[src/rtl/upd7800_clkgen_pkg.sv]
// Shared types and defaults for the uPD7800 two-phase clock generator.
// Quarter-state encoding is shared with the core's microcode sequencer.
package upd7800_clkgen_pkg;

    typedef enum logic [1:0] {
        Q0 = 2'd0,
        Q1 = 2'd1,
        Q2 = 2'd2,
        Q3 = 2'd3
    } e_quarter;

    localparam int unsigned QLEN_DEFAULT       = 2;
    localparam int unsigned RST_STATES_DEFAULT = 4;
    localparam int unsigned TCNT_W             = 16;

    function automatic e_quarter next_quarter(input e_quarter q);
        e_quarter n;
        case (q)
            Q0:      n = Q1;
            Q1:      n = Q2;
            Q2:      n = Q3;
            default: n = Q0;
        endcase
        return n;
    endfunction

endpackage

[src/rtl/upd7800_clkgen_if.sv]
// Clock-enable / phase-strobe bundle between the clock generator and the uPD7800 core.
interface upd7800_clkgen_if;
    import upd7800_clkgen_pkg::*;

    logic              CE;
    logic              HOLD;
    logic              CP1_POSEDGE;
    logic              CP1_NEGEDGE;
    logic              CP2_POSEDGE;
    logic              CP2_NEGEDGE;
    logic              CP1;
    logic              CP2;
    logic              RESETB;
    logic [TCNT_W-1:0] TCNT;

    modport master (
        input  CE, HOLD,
        output CP1_POSEDGE, CP1_NEGEDGE, CP2_POSEDGE, CP2_NEGEDGE,
        output CP1, CP2, RESETB, TCNT
    );

    modport slave (
        output CE, HOLD,
        input  CP1_POSEDGE, CP1_NEGEDGE, CP2_POSEDGE, CP2_NEGEDGE,
        input  CP1, CP2, RESETB, TCNT
    );

endinterface

[src/rtl/upd7800_rststretch.sv]
// Holds the CPU reset low for RST_STATES T-states, releasing it together
// with a CP2 falling-edge strobe so the core sees a clean deassertion.
module upd7800_rststretch
    import upd7800_clkgen_pkg::*;
#(
    parameter int unsigned RST_STATES = RST_STATES_DEFAULT
) (
    input  logic CLK,
    input  logic RESET,
    input  logic enter_q3,
    output logic RESETB
);

    logic [7:0] cnt_q, cnt_d;
    logic       resetb_q, resetb_d;

    always_comb begin
        cnt_d    = cnt_q;
        resetb_d = resetb_q;
        if (enter_q3 && !resetb_q) begin
            cnt_d = cnt_q - 8'd1;
            // Release on the entry that takes the count to zero.
            if (cnt_q <= 8'd1) begin
                resetb_d = 1'b1;
            end
        end
    end

    always_ff @(posedge CLK) begin
        if (RESET) begin
            cnt_q    <= 8'(RST_STATES);
            resetb_q <= 1'b0;
        end else begin
            cnt_q    <= cnt_d;
            resetb_q <= resetb_d;
        end
    end

    assign RESETB = resetb_q;

endmodule

[src/rtl/upd7800_clkgen.sv]
// Two-phase non-overlapping clock-enable sequencer for the uPD7800 core:
// Q0..Q3 quarter states, CE gating, HOLD stretching in Q3, T-state counter.
module upd7800_clkgen
    import upd7800_clkgen_pkg::*;
#(
    parameter int unsigned QLEN       = QLEN_DEFAULT,
    parameter int unsigned RST_STATES = RST_STATES_DEFAULT
) (
    input  logic              CLK,
    input  logic              RESET,
    upd7800_clkgen_if.master  bus
);

    localparam int unsigned     QcntW   = (QLEN > 1) ? $clog2(QLEN) : 1;
    localparam logic [QcntW-1:0] QcntMax = QcntW'(QLEN - 1);

    e_quarter          quarter_q, quarter_d;
    logic [QcntW-1:0]  qcnt_q, qcnt_d;
    // {CP1 rise, CP1 fall, CP2 rise, CP2 fall}
    logic [3:0]        strobe_q, strobe_d;
    logic              cp1_q, cp1_d;
    logic              cp2_q, cp2_d;
    logic [TCNT_W-1:0] tcnt_q, tcnt_d;
    logic              enter_q3;

    always_comb begin
        quarter_d = quarter_q;
        qcnt_d    = qcnt_q;
        strobe_d  = 4'b0000;
        tcnt_d    = tcnt_q;
        enter_q3  = 1'b0;
        if (bus.CE) begin
            if (qcnt_q != QcntMax) begin
                qcnt_d = qcnt_q + 1'b1;
            end else if (quarter_q == Q3 && bus.HOLD) begin
                // Stretch: sit at the end of Q3 ready to leave on the first free cycle.
                qcnt_d = QcntMax;
            end else begin
                qcnt_d    = '0;
                quarter_d = next_quarter(quarter_q);
                unique case (quarter_d)
                    Q0: begin
                        strobe_d = 4'b1000;
                        tcnt_d   = tcnt_q + 16'd1;
                    end
                    Q1: strobe_d = 4'b0100;
                    Q2: strobe_d = 4'b0010;
                    Q3: begin
                        strobe_d = 4'b0001;
                        enter_q3 = 1'b1;
                    end
                endcase
            end
        end
        cp1_d = (quarter_d == Q0);
        cp2_d = (quarter_d == Q2);
    end

    always_ff @(posedge CLK) begin
        if (RESET) begin
            quarter_q <= Q3;
            qcnt_q    <= '0;
            strobe_q  <= 4'b0000;
            cp1_q     <= 1'b0;
            cp2_q     <= 1'b0;
            tcnt_q    <= '0;
        end else begin
            quarter_q <= quarter_d;
            qcnt_q    <= qcnt_d;
            strobe_q  <= strobe_d;
            cp1_q     <= cp1_d;
            cp2_q     <= cp2_d;
            tcnt_q    <= tcnt_d;
        end
    end

    upd7800_rststretch #(
        .RST_STATES (RST_STATES)
    ) u_rststretch (
        .CLK      (CLK),
        .RESET    (RESET),
        .enter_q3 (enter_q3),
        .RESETB   (bus.RESETB)
    );

    assign bus.CP1_POSEDGE = strobe_q[3];
    assign bus.CP1_NEGEDGE = strobe_q[2];
    assign bus.CP2_POSEDGE = strobe_q[1];
    assign bus.CP2_NEGEDGE = strobe_q[0];
    assign bus.CP1         = cp1_q;
    assign bus.CP2         = cp2_q;
    assign bus.TCNT        = tcnt_q;

endmodule
[src/flat_wrapper.sv]
// flat-port wrapper written by rule: the top's interface ports become plain ports
module upd7800_clkgen_flat import upd7800_clkgen_pkg::*;
#(
    parameter int unsigned QLEN       = QLEN_DEFAULT,
    parameter int unsigned RST_STATES = RST_STATES_DEFAULT
)
  (CLK, RESET, bus_CE, bus_HOLD, bus_CP1_POSEDGE, bus_CP1_NEGEDGE, bus_CP2_POSEDGE, bus_CP2_NEGEDGE, bus_CP1, bus_CP2, bus_RESETB, bus_TCNT);
  upd7800_clkgen_if bus_i ();
  input  logic CLK;
  input  logic RESET;
  input wire logic [$bits(bus_i.CE)-1:0] bus_CE;
  input wire logic [$bits(bus_i.HOLD)-1:0] bus_HOLD;
  output wire logic [$bits(bus_i.CP1_POSEDGE)-1:0] bus_CP1_POSEDGE;
  output wire logic [$bits(bus_i.CP1_NEGEDGE)-1:0] bus_CP1_NEGEDGE;
  output wire logic [$bits(bus_i.CP2_POSEDGE)-1:0] bus_CP2_POSEDGE;
  output wire logic [$bits(bus_i.CP2_NEGEDGE)-1:0] bus_CP2_NEGEDGE;
  output wire logic [$bits(bus_i.CP1)-1:0] bus_CP1;
  output wire logic [$bits(bus_i.CP2)-1:0] bus_CP2;
  output wire logic [$bits(bus_i.RESETB)-1:0] bus_RESETB;
  output wire logic [$bits(bus_i.TCNT)-1:0] bus_TCNT;
  assign bus_i.CE = bus_CE;
  assign bus_i.HOLD = bus_HOLD;
  assign bus_CP1_POSEDGE = bus_i.CP1_POSEDGE;
  assign bus_CP1_NEGEDGE = bus_i.CP1_NEGEDGE;
  assign bus_CP2_POSEDGE = bus_i.CP2_POSEDGE;
  assign bus_CP2_NEGEDGE = bus_i.CP2_NEGEDGE;
  assign bus_CP1 = bus_i.CP1;
  assign bus_CP2 = bus_i.CP2;
  assign bus_RESETB = bus_i.RESETB;
  assign bus_TCNT = bus_i.TCNT;
  upd7800_clkgen #(.QLEN(QLEN), .RST_STATES(RST_STATES)) u_core (.CLK(CLK), .RESET(RESET), .bus(bus_i));
endmodule
[config.mk]
export PLATFORM = sky130hd
export DESIGN_NAME = upd7800_clkgen_flat
export DESIGN_NICKNAME = d
export VERILOG_FILES = /design/src/rtl/upd7800_clkgen_pkg.sv /design/src/rtl/upd7800_clkgen_if.sv /design/src/rtl/upd7800_rststretch.sv /design/src/rtl/upd7800_clkgen.sv /design/src/flat_wrapper.sv
export SDC_FILE = /design/constraint.sdc
export NUM_CORES = 1
export LEC_CHECK = 0
export CAP_MARGIN = 5
export CORE_UTILIZATION = 45
export DETAILED_ROUTE_END_ITERATION = 16
export GPL_TIMING_DRIVEN = 1
export HOLD_SLACK_MARGIN = 0.15
export MAX_ROUTING_LAYER = met4
export PLACE_DENSITY = 0.73
export SKIP_CTS_REPAIR_TIMING = 1
export SYNTH_ARGS = -nofsm -noshare
export SYNTH_HDL_FRONTEND = slang
export SYNTH_SLANG_ARGS = --single-unit
export TNS_END_PERCENT = 5
[constraint.sdc]
create_clock -name CLK -period 1.75 [get_ports CLK]
set_clock_uncertainty 0.05 [all_clocks]
set_input_delay 0.175 -clock CLK [delete_from_list [all_inputs] [get_ports CLK]]
set_output_delay 0.175 -clock CLK [all_outputs]
set_load 0.05 [all_outputs]
======== Word level (Yosys, flattened, before mapping) ========
Index checks and enable logic that the tools add are counted.
storage, ports and cells
  register bits after elaboration ......... 34
  output and inout bits ................... 23
operators by class
  magnitude comparators ................... 1
  muxes and demuxes ....................... 14
  eq/ne operators ......................... 7
  bitwise gates (word level) .............. 3
  reduce and logical (&&, ||, !) cells .... 9
  add/subtract/negate cells ............... 3
operators with widths
  kind                   count
  $add 16x1->16 const B  1
  $pmux 4 s4             1
  $mux 2                 6
  $eq 2x2->1 const B     5
  $le 8x1->1 const B     1
  $sub 8x1->8 const B    1
  $logic_not 2->1        3
  $mux 1                 6
  $pmux 2 s3             1
  $eq 2x1->1 const B     2
  $reduce_and 4->1       1
  $reduce_or 4->1        1
  $not 1->1              3
  $logic_and 1x1->1      2
  $reduce_and 2->1       1
  $add 1x1->1 const B    1
  $logic_not 1->1        1

======== Longest topological paths before layout ========
Gate-level depths: netlist (run 1).
  depth after elaboration ................. 12
  gate-level depth with buffers ........... 7
  gate-level depth less buffers ........... 6

======== By module ========
From an unflattened synthesis (run 1), not the netlist that was laid out.
second synthesis, totals
  cell total of the unflattened synthesis .. 170
  area, all modules ....................... 1,569.0 µm²
by module, submodules not included
  module              cells an instance  times used  area each (µm²)
  upd7800_clkgen      123                1           1,122.3
  upd7800_rststretch  47                 1           446.7

======== Least setup slack after synthesis (run 1) ========
No wires, ideal clock.
  kind .................................... register -> register
  from .................................... register u_core.tcnt_q[3] (netlist: u_core.bus.TCNT[3])
  to ...................................... register u_core.tcnt_q[12] (netlist: u_core.bus.TCNT[12])
  stages on the path, launching flop included .. 5
  setup time .............................. 0.071 ns
  slack ................................... -0.243 ns
  required time ........................... 1.629 ns
  arrival ................................. 1.873 ns
  clock period less this slack ............ 1.993 ns
  path buffers ............................ 0
  cells stage by stage .................... dfxtp_1 -> nand3_1 -> or3_1 -> or3_1 -> a21oi_1
between the ends
  longest elaborated chain between the ends .. 1
RTL lines
  what                    RTL line              RTL
  start, declared         upd7800_clkgen.sv:23  logic [TCNT_W-1:0] tcnt_q, tcnt_d;
  start signal, assigned  upd7800_clkgen.sv:73  tcnt_q <= tcnt_d;
  $add 16x1->16           upd7800_clkgen.sv:44  tcnt_d = tcnt_q + 16'd1;
Every way passes these cells.
A chain may end at the register's enable or synchronous reset.

======== Worst setup path after layout (run 1) ========
  from .................................... register u_core.cp2_q (netlist: u_core.bus.CP2)
  to ...................................... output bus_CP2
RTL lines
  what                    RTL line              RTL
  start, declared         upd7800_clkgen.sv:22  logic cp2_q, cp2_d;
  start signal, assigned  upd7800_clkgen.sv:72  cp2_q <= cp2_d;
  end, declared           flat_wrapper.sv:18    output wire logic [$bits(bus_i.CP2)-1:0] bus_CP2;
No word-level cell between the ends.

==> impl_summary.txt, run 1 <==
----------------------------------------------------
[Run status]
  Result of the run ... finished clean

[Setup path]
  Category of the worst setup path launch point ... flip-flop
  Path type of the worst setup path ... flip-flop to output port
  Critical path's slowest cell ... sky130_fd_sc_hd__clkdlybuf4s50_1
  Largest driver fanout on the critical path ... 1
  Cell family contributing the most delay on the critical path ... buffers and inverters
  RR Startpoint ... u_core.quarter_q[0]$_SDFF_PP1_
  Cell Chain, Critical Path ... clkdlybuf4s50_1
  Crit-path max cell delay ... ~0.8 ns
  Crit path capture type ... output port
  Count of cells along the worst register-to-register path ... 5
  Launch point of the worst path ... u_core.bus.CP2$_SDFF_PP0_
  FF-to-FF setup slack ... 0.08 ns
  Required time reported for the critical path endpoint ... 1.52 ns
  Signal arrival time at the worst endpoint ... approximately 1.5 ns
  Total buffers and inverters traversed by the critical path ... 1
  Path length in cells of the critical path ... 1

[Floorplan]
  Initial cell density of the core ... 0.482
  Vertical extent of the die ... 59.6 um
  Die Outline Area ... approximately 0.0036 sq mm
  Die X-Extent ... about 60 um
  Area of the core ... 0.00310 sq mm
  Io pins ... 27
  Number of core rows ... 20

[GRT]
  Number of global-route vias before repair ... around 1300
  Initial antenna violation count ... 0
  Global-route congestion overflow total ... 0
  Largest net degree at the start of global routing ... 16
  Global routing usage summed across all routing layers ... 0.207
  Global-route wire length before repair ... roughly 5200 um

[Placement]
  Number of buffer cells added on primary ports ... 26
  Worst slack after detailed placement ... -0.145 ns
  HPWL after DPL ... about 2400 um
  Standard cell area after detailed placement ... around 0.0019 sq mm
  GPL Wtd Cong ... ~0.85

[Pwr]
  IR drop worst, VDD ... ~0.40 mV
  Total power density per cell area ... around 670 mW/mm^2
  Static leakage ... a little under 0.001 uW

[Synthesis]
  Syn nets ... 179
  Fraction of synthesized cell area taken by the top area cell type ... 0.455
  Count leader, synth ... sky130_fd_sc_hd__dfxtp_1
  Post-synthesis sequential element count ... 34
  Post-synth top flop ... sky130_fd_sc_hd__dfxtp_1
  Synth top area cells ... sky130_fd_sc_hd__dfxtp_1 (46%), sky130_fd_sc_hd__ha_1 (7.5%), sky130_fd_sc_hd__xnor2_1 (5.9%), sky130_fd_sc_hd__nor2_1 (5.5%), sky130_fd_sc_hd__or3_1 (2.9%)
  Post-Syn Instances ... between 150 and 200
  Synth Area per Inst ... around 9 sq um
  Count of flip-flops with a built-in enable after synthesis ... 0
  Post-synth top cells ... sky130_fd_sc_hd__dfxtp_1 (34), sky130_fd_sc_hd__nor2_1 (22), sky130_fd_sc_hd__nand2_1 (11)
  Async set-or-reset flop fraction in the synthesized netlist ... 0
  Syn. warnings ... 0
  Sequential cell area fraction in the yosys report ... 0.455
  Number of distinct library cells after synthesis ... 28
  Post-synthesis cell type with the largest combined area ... sky130_fd_sc_hd__dfxtp_1
  Cell Area, Synth ... between 0.001 and 0.0015 sq mm

[CTS]
  Clock transition time at the flip-flop clock pins of the worst setup and hold paths ... around 0.10 ns
  Clock root buffer ... sky130_fd_sc_hd__clkbuf_4
  Largest buffer count on any clock path ... 2
  Sinks on Clock Net ... 34
  Number of H-tree levels ... 2
  Worst skew pair latency ... around 0.35 ns
  Clock tree from TritonCTS ... yes
  Total CTS buffers ... 5

[Layout]
  Layout Cell Area excl Fill ... about 0.002 sq mm
  Nets@finish ... 219
  Share of layout cells above drive strength 1 ... 0.213
  Inserted Diodes ... 0
  Area added between synthesis and finish ... 34.3%

[STA]
  Relative slew slack ... 0.650
  Hold violation total from the final report ... 0
  Setup violations, final ... 0
  Pins over their slew limit ... 0
  Transition time at the pin with the least slew margin ... between 0.5 and 0.6 ns
  Worst hold margin ... roughly 0.45 ns
  Post-route setup slack ... 0.0557 ns
  Peak clock frequency supported by timing ... 590 MHz
  Period utilisation layout ... 0.968
  Unrepaired setup endpoints after global routing ... true
  Final critical delay including setup and external delays ... between 1.5 and 2 ns

[Drt]
  Routed Antenna Nets ... 0
  Number of vias after detailed routing ... 1305
  Remaining routing DRC violations ... 0
  Met1 Wirelength ... 1270 um
  Pre-Repair DR Iteration Count ... 4
  Total routed wirelength ... between 3000 and 4000 um
  Met3 routed WL ... around 140 um
  WL per Instance ... about 13 um
  Top Layer Used ... met4
  1st-iter DRT viols ... 44
  Met2 layer wire length in the routed design ... around 1700 um
  Mean number of vias per cell ... 5.20

[Min path]
  Worst min-delay path startpoint ... u_core.bus.TCNT[1]$_SDFFE_PP0P_
  Hold Crit Depth ... 2
  Worst hold path class ... flip-flop to flip-flop

[Job]
  Maxcap violations ... 0

----------------------------------------------------
[flip-flops by register name, summed over array words and instances, names as in the netlist]
signal                      cells
u_core.bus.CP2                  1
u_core.qcnt_q                   1
u_core.bus.TCNT                16
u_core.u_rststretch.RESETB      1
u_core.u_rststretch.cnt_q       8
u_core.bus.CP1                  1
u_core.strobe_q                 4
u_core.quarter_q                2
[per-layer routing]
layer	GRT usage	vias to the layer above
li1	-	650
met1	0.195	618
met2	0.363	27
met3	0.0699	10
met4	0.120	0
met5	-	-
[layout by cell type, fill, tap and decap left out, drive strengths merged, types with 2 or more instances in the layout]
cell type	count
dfxtp	34
nor2	22
buf	18
dlymetal6s2s	12
nand2	11
xnor2	10
clkdlybuf4s50	9
ha	9
inv	8
nand3	8
o21ai	8
a21oi	8
or3	8
clkbuf	7
xor2	5
nor4	4
and2	4
nor4b	3
a31oi	2
nand4b	2
and4	2
nand4	2
nor3	2
o211a	2
and4b	2
[cells by family after synthesis]
logic type      after synthesis  share of synthesized area
xor+xnor                     15                     0.0879
mux                           1                    0.00669
flops                        34                      0.455
fa+ha+maj                     9                     0.0753
simple gates                 72                      0.259
compound gates               21                     0.0803
buf+inv                      14                     0.0360
[worst paths after layout]
kind,end
max reg2reg,u_core.bus.TCNT[14]$_SDFFE_PP0P_
min,u_core.bus.TCNT[1]$_SDFFE_PP0P_
min reg2reg,u_core.bus.TCNT[1]$_SDFFE_PP0P_
max,bus_CP2
[power by group]
| part | total [uW] | internal [uW] | switching, uW |
|---|---|---|---|
| registers | 790 | 783 | 6.86 |
| logic | 104 | 43.7 | 60.3 |
| clock network | 458 | 194 | 263 |
[worst register-to-register path: stages (launching register included)]
cell	delay [ns]
sky130_fd_sc_hd__dfxtp_2	0.36
sky130_fd_sc_hd__ha_4	0.14
sky130_fd_sc_hd__nand4b_1	0.15
sky130_fd_sc_hd__or3_4	0.43
sky130_fd_sc_hd__or3_1	0.36
sky130_fd_sc_hd__a21oi_1	0.12
[stage by stage]
stage | util | cells | total power (uW) | TNS (ns)
floorplan | - | 166 | 864 | -0.0902
global placement | 0.608 | 243 | 904 | -0.357
detailed placement | 0.608 | 243 | 909 | -0.792
CTS | 0.627 | 251 | 1360 | -0.138
global route | 0.647 | 251 | 1410 | -0.0119
finish | 0.647 | 251 | 1350 | 0
[area by class of cell]
type,instances,area [sq um]
timing repair buffer,39,375
tap,44,55.1
inverter,8,30.0
sequential,34,696
fill,287,1090
clock inverter,1,5.00
multi-input combinational,118,792
clock buffer,7,55.1
Power figures use the tool's default switching activity.
==> run 2, diff against run 1 <==
--- a/config.mk
+++ b/config.mk
@@ -5,7 +5,6 @@
 export SDC_FILE = /design/constraint.sdc
 export NUM_CORES = 1
 export LEC_CHECK = 0
-export CAP_MARGIN = 5
 export CORE_UTILIZATION = 45
 export DETAILED_ROUTE_END_ITERATION = 16
 export GPL_TIMING_DRIVEN = 1
==> results of run 2 <==
No change in the layout: final DEF, timing and power equal those of run 1.
==> run 3, diff against run 2 <==
--- a/config.mk
+++ b/config.mk
@@ -6,6 +6,7 @@
 export NUM_CORES = 1
 export LEC_CHECK = 0
 export CORE_UTILIZATION = 45
+export CTS_BUF_LIST = sky130_fd_sc_hd__clkbuf_16
 export DETAILED_ROUTE_END_ITERATION = 16
 export GPL_TIMING_DRIVEN = 1
 export HOLD_SLACK_MARGIN = 0.15
==> impl_summary.txt, run 3 (synthesized netlist as in run 1, its figures left out) <==
----------------------------------------------------
[Drt]
  1st-iter DRT viols ... 65 (+48%)
  Number of vias after detailed routing ... 1291 (-1.1%)
  Routed Antenna Nets ... 0 (unchanged)
  Pre-Repair DR Iteration Count ... 4 (unchanged)
  WL per Instance ... 12.7 um (+0.86%)
  Total routed wirelength ... 3180 um (+0.86%)
  Remaining routing DRC violations ... 0 (unchanged)
  Mean number of vias per cell ... 5.14 (-1.1%)

[Setup path]
  Launch point of the worst path ... u_core.bus.TCNT[0]$_SDFFE_PP0P_
  RR Startpoint ... u_core.quarter_q[1]$_SDFF_PP1_
  FF-to-FF setup slack ... 0.06 ns (-0.02 ns)
  Critical path's slowest cell ... sky130_fd_sc_hd__clkdlybuf4s50_1
  Crit path capture type ... output port
  Total buffers and inverters traversed by the critical path ... 1 (unchanged)
  Path type of the worst setup path ... flip-flop to output port
  Crit-path max cell delay ... 0.82 ns (+0.02 ns)
  Signal arrival time at the worst endpoint ... 1.46 ns (about the same)
  Required time reported for the critical path endpoint ... 1.52 ns (about the same)
  Count of cells along the worst register-to-register path ... 6 (+1)
  Largest driver fanout on the critical path ... 4 (+3)
  Category of the worst setup path launch point ... flip-flop
  Cell family contributing the most delay on the critical path ... buffers and inverters
  R2r endpoint ... u_core.bus.TCNT[14]$_SDFFE_PP0P_
  Cell Chain, Critical Path ... clkdlybuf4s50_1

[CTS]
  Clock tree from TritonCTS ... yes
  Total CTS buffers ... 5 (unchanged)
  Clock root buffer ... sky130_fd_sc_hd__clkbuf_16
  Sinks on Clock Net ... 34 (unchanged)
  Clock transition time at the flip-flop clock pins of the worst setup and hold paths ... 0.05 ns (-0.05 ns)
  Largest buffer count on any clock path ... 2 (unchanged)
  Number of H-tree levels ... 2 (unchanged)
  Worst skew pair latency ... 0.28 ns (-0.07 ns)

[Layout]
  Nets@finish ... 219 (unchanged)
  Share of layout cells above drive strength 1 ... 0.208 (-0.00483)
  Layout Cell Area excl Fill ... 0.00206 sq mm (+2.4%)
  Commonest cells after routing, fill and taps aside ... sky130_fd_sc_hd__nor2_1 (22), sky130_fd_sc_hd__dfxtp_1 (22), sky130_fd_sc_hd__clkdlybuf4s50_1 (21), sky130_fd_sc_hd__buf_4 (18), sky130_fd_sc_hd__dfxtp_2 (12)
  Max FFs per register ... 16 (unchanged)
  Final core utilization ... 0.663 (+0.0153)
  Inserted Diodes ... 0 (unchanged)
  Area added between synthesis and finish ... 37.5%
  Filler Cell Count ... 284 (-1.0%)

[Placement]
  GPL Wtd Cong ... 0.847 (unchanged)
  Standard cell area after detailed placement ... 0.00189 sq mm (unchanged)
  Number of buffer cells added on primary ports ... 26 (unchanged)
  HPWL after DPL ... 2360 um (unchanged)
  Worst slack after detailed placement ... -0.145 ns (unchanged)

[GRT]
  Number of global-route vias before repair ... 1307 (+0.62%)
  Global-route wire length before repair ... 5320 um (+1.7%)
  Global routing usage summed across all routing layers ... 0.215 (+0.00798)
  Initial antenna violation count ... 0 (unchanged)
  Largest net degree at the start of global routing ... 16 (unchanged)
  Global-route congestion overflow total ... 0 (unchanged)

[Min path]
  Worst min-delay path startpoint ... u_core.bus.TCNT[1]$_SDFFE_PP0P_
  Hold Crit Depth ... 2 (unchanged)
  Worst hold path class ... flip-flop to flip-flop
  Hold EP ... u_core.bus.TCNT[1]$_SDFFE_PP0P_

[STA]
  Relative slew slack ... 0.659 (+0.00924)
  Transition time at the pin with the least slew margin ... 0.510 ns (-0.0146 ns)
  Peak clock frequency supported by timing ... 592 MHz (+0.31%)
  Post-route setup slack ... 0.0610 ns (+0.00528 ns)
  Pins over their slew limit ... 0 (unchanged)
  Hold violation total from the final report ... 0 (unchanged)
  Unrepaired setup endpoints after global routing ... true
  Setup violations, final ... 0 (unchanged)
  Final-layout setup total negative slack ... 0 ns (unchanged)
  Final critical delay including setup and external delays ... 1.69 ns (-0.00528 ns)
  Worst hold margin ... 0.438 ns (-0.00691 ns)
  Period utilisation layout ... 0.965 (-0.00302)

[Floorplan]
  Die Outline Area ... 0.00356 sq mm (unchanged)
  Initial cell density of the core ... 0.482 (unchanged)
  Die X-Extent ... 59.6 um (unchanged)
  Io pins ... 27 (unchanged)
  Vertical extent of the die ... 59.6 um (unchanged)
  Area of the core ... 0.00310 sq mm (unchanged)
  Number of core rows ... 20 (unchanged)

[Job]
  Maxcap violations ... 0 (unchanged)

[Run status]
  Result of the run ... finished clean

[Pwr]
  Static leakage ... 0.000799 uW (-19%)
  IR drop worst, VDD ... 0.701 mV (+74%)
  Total power density per cell area ... 837 mW/mm^2 (+24%)

----------------------------------------------------
run 3: per-layer routing:
layer  track usage  wire length, um
met1         0.199             1270
met2         0.368             1690
met5             -                0
met3        0.0808              140
met4         0.140               78
run 3: through the flow:
stage | power (uW) | cells
2_1_floorplan | 864 | 166
3_3_place_gp | 904 | 243
3_5_place_dp | 909 | 243
4_1_cts | 1730 | 251
5_1_grt | 1780 | 251
6_report | 1720 | 251
run 3: area by class of cell:
type                            instances  area (sq um)  share of cell area
Timing Repair Buffer                   39           345               0.168
Clock inverter                          3          12.5             0.00609
Sequential cell                        34           696               0.338
Tap cell                               44          55.1              0.0268
Multi-Input combinational cell        118           792               0.385
Clock buffer                            5           125              0.0609
Inverter                                8          30.0              0.0146
run 3: worst max-delay path by stage:
stage,end,cells after the start,slack [ns]
6_report,bus_TCNT[0],1,0.06
5_1_grt,u_core.bus.TCNT[14]$_SDFFE_PP0P_,6,-0.02
4_1_cts,u_core.bus.TCNT[14]$_SDFFE_PP0P_,5,-0.01
3_5_place_dp,u_core.bus.TCNT[15]$_SDFFE_PP0P_,5,-0.15
3_3_place_gp,u_core.bus.TCNT[12]$_SDFFE_PP0P_,5,-0.08
2_1_floorplan,u_core.bus.TCNT[11]$_SDFFE_PP0P_,6,-0.03
run 3: report_power, final:
group | internal, uW | leakage, uW | total (uW) | switching, uW
sequential | 785 | 0.000279 | 792 | 7.02
combinational | 43.7 | 0.000448 | 103 | 59.7
clock | 513 | 0.0000724 | 824 | 311
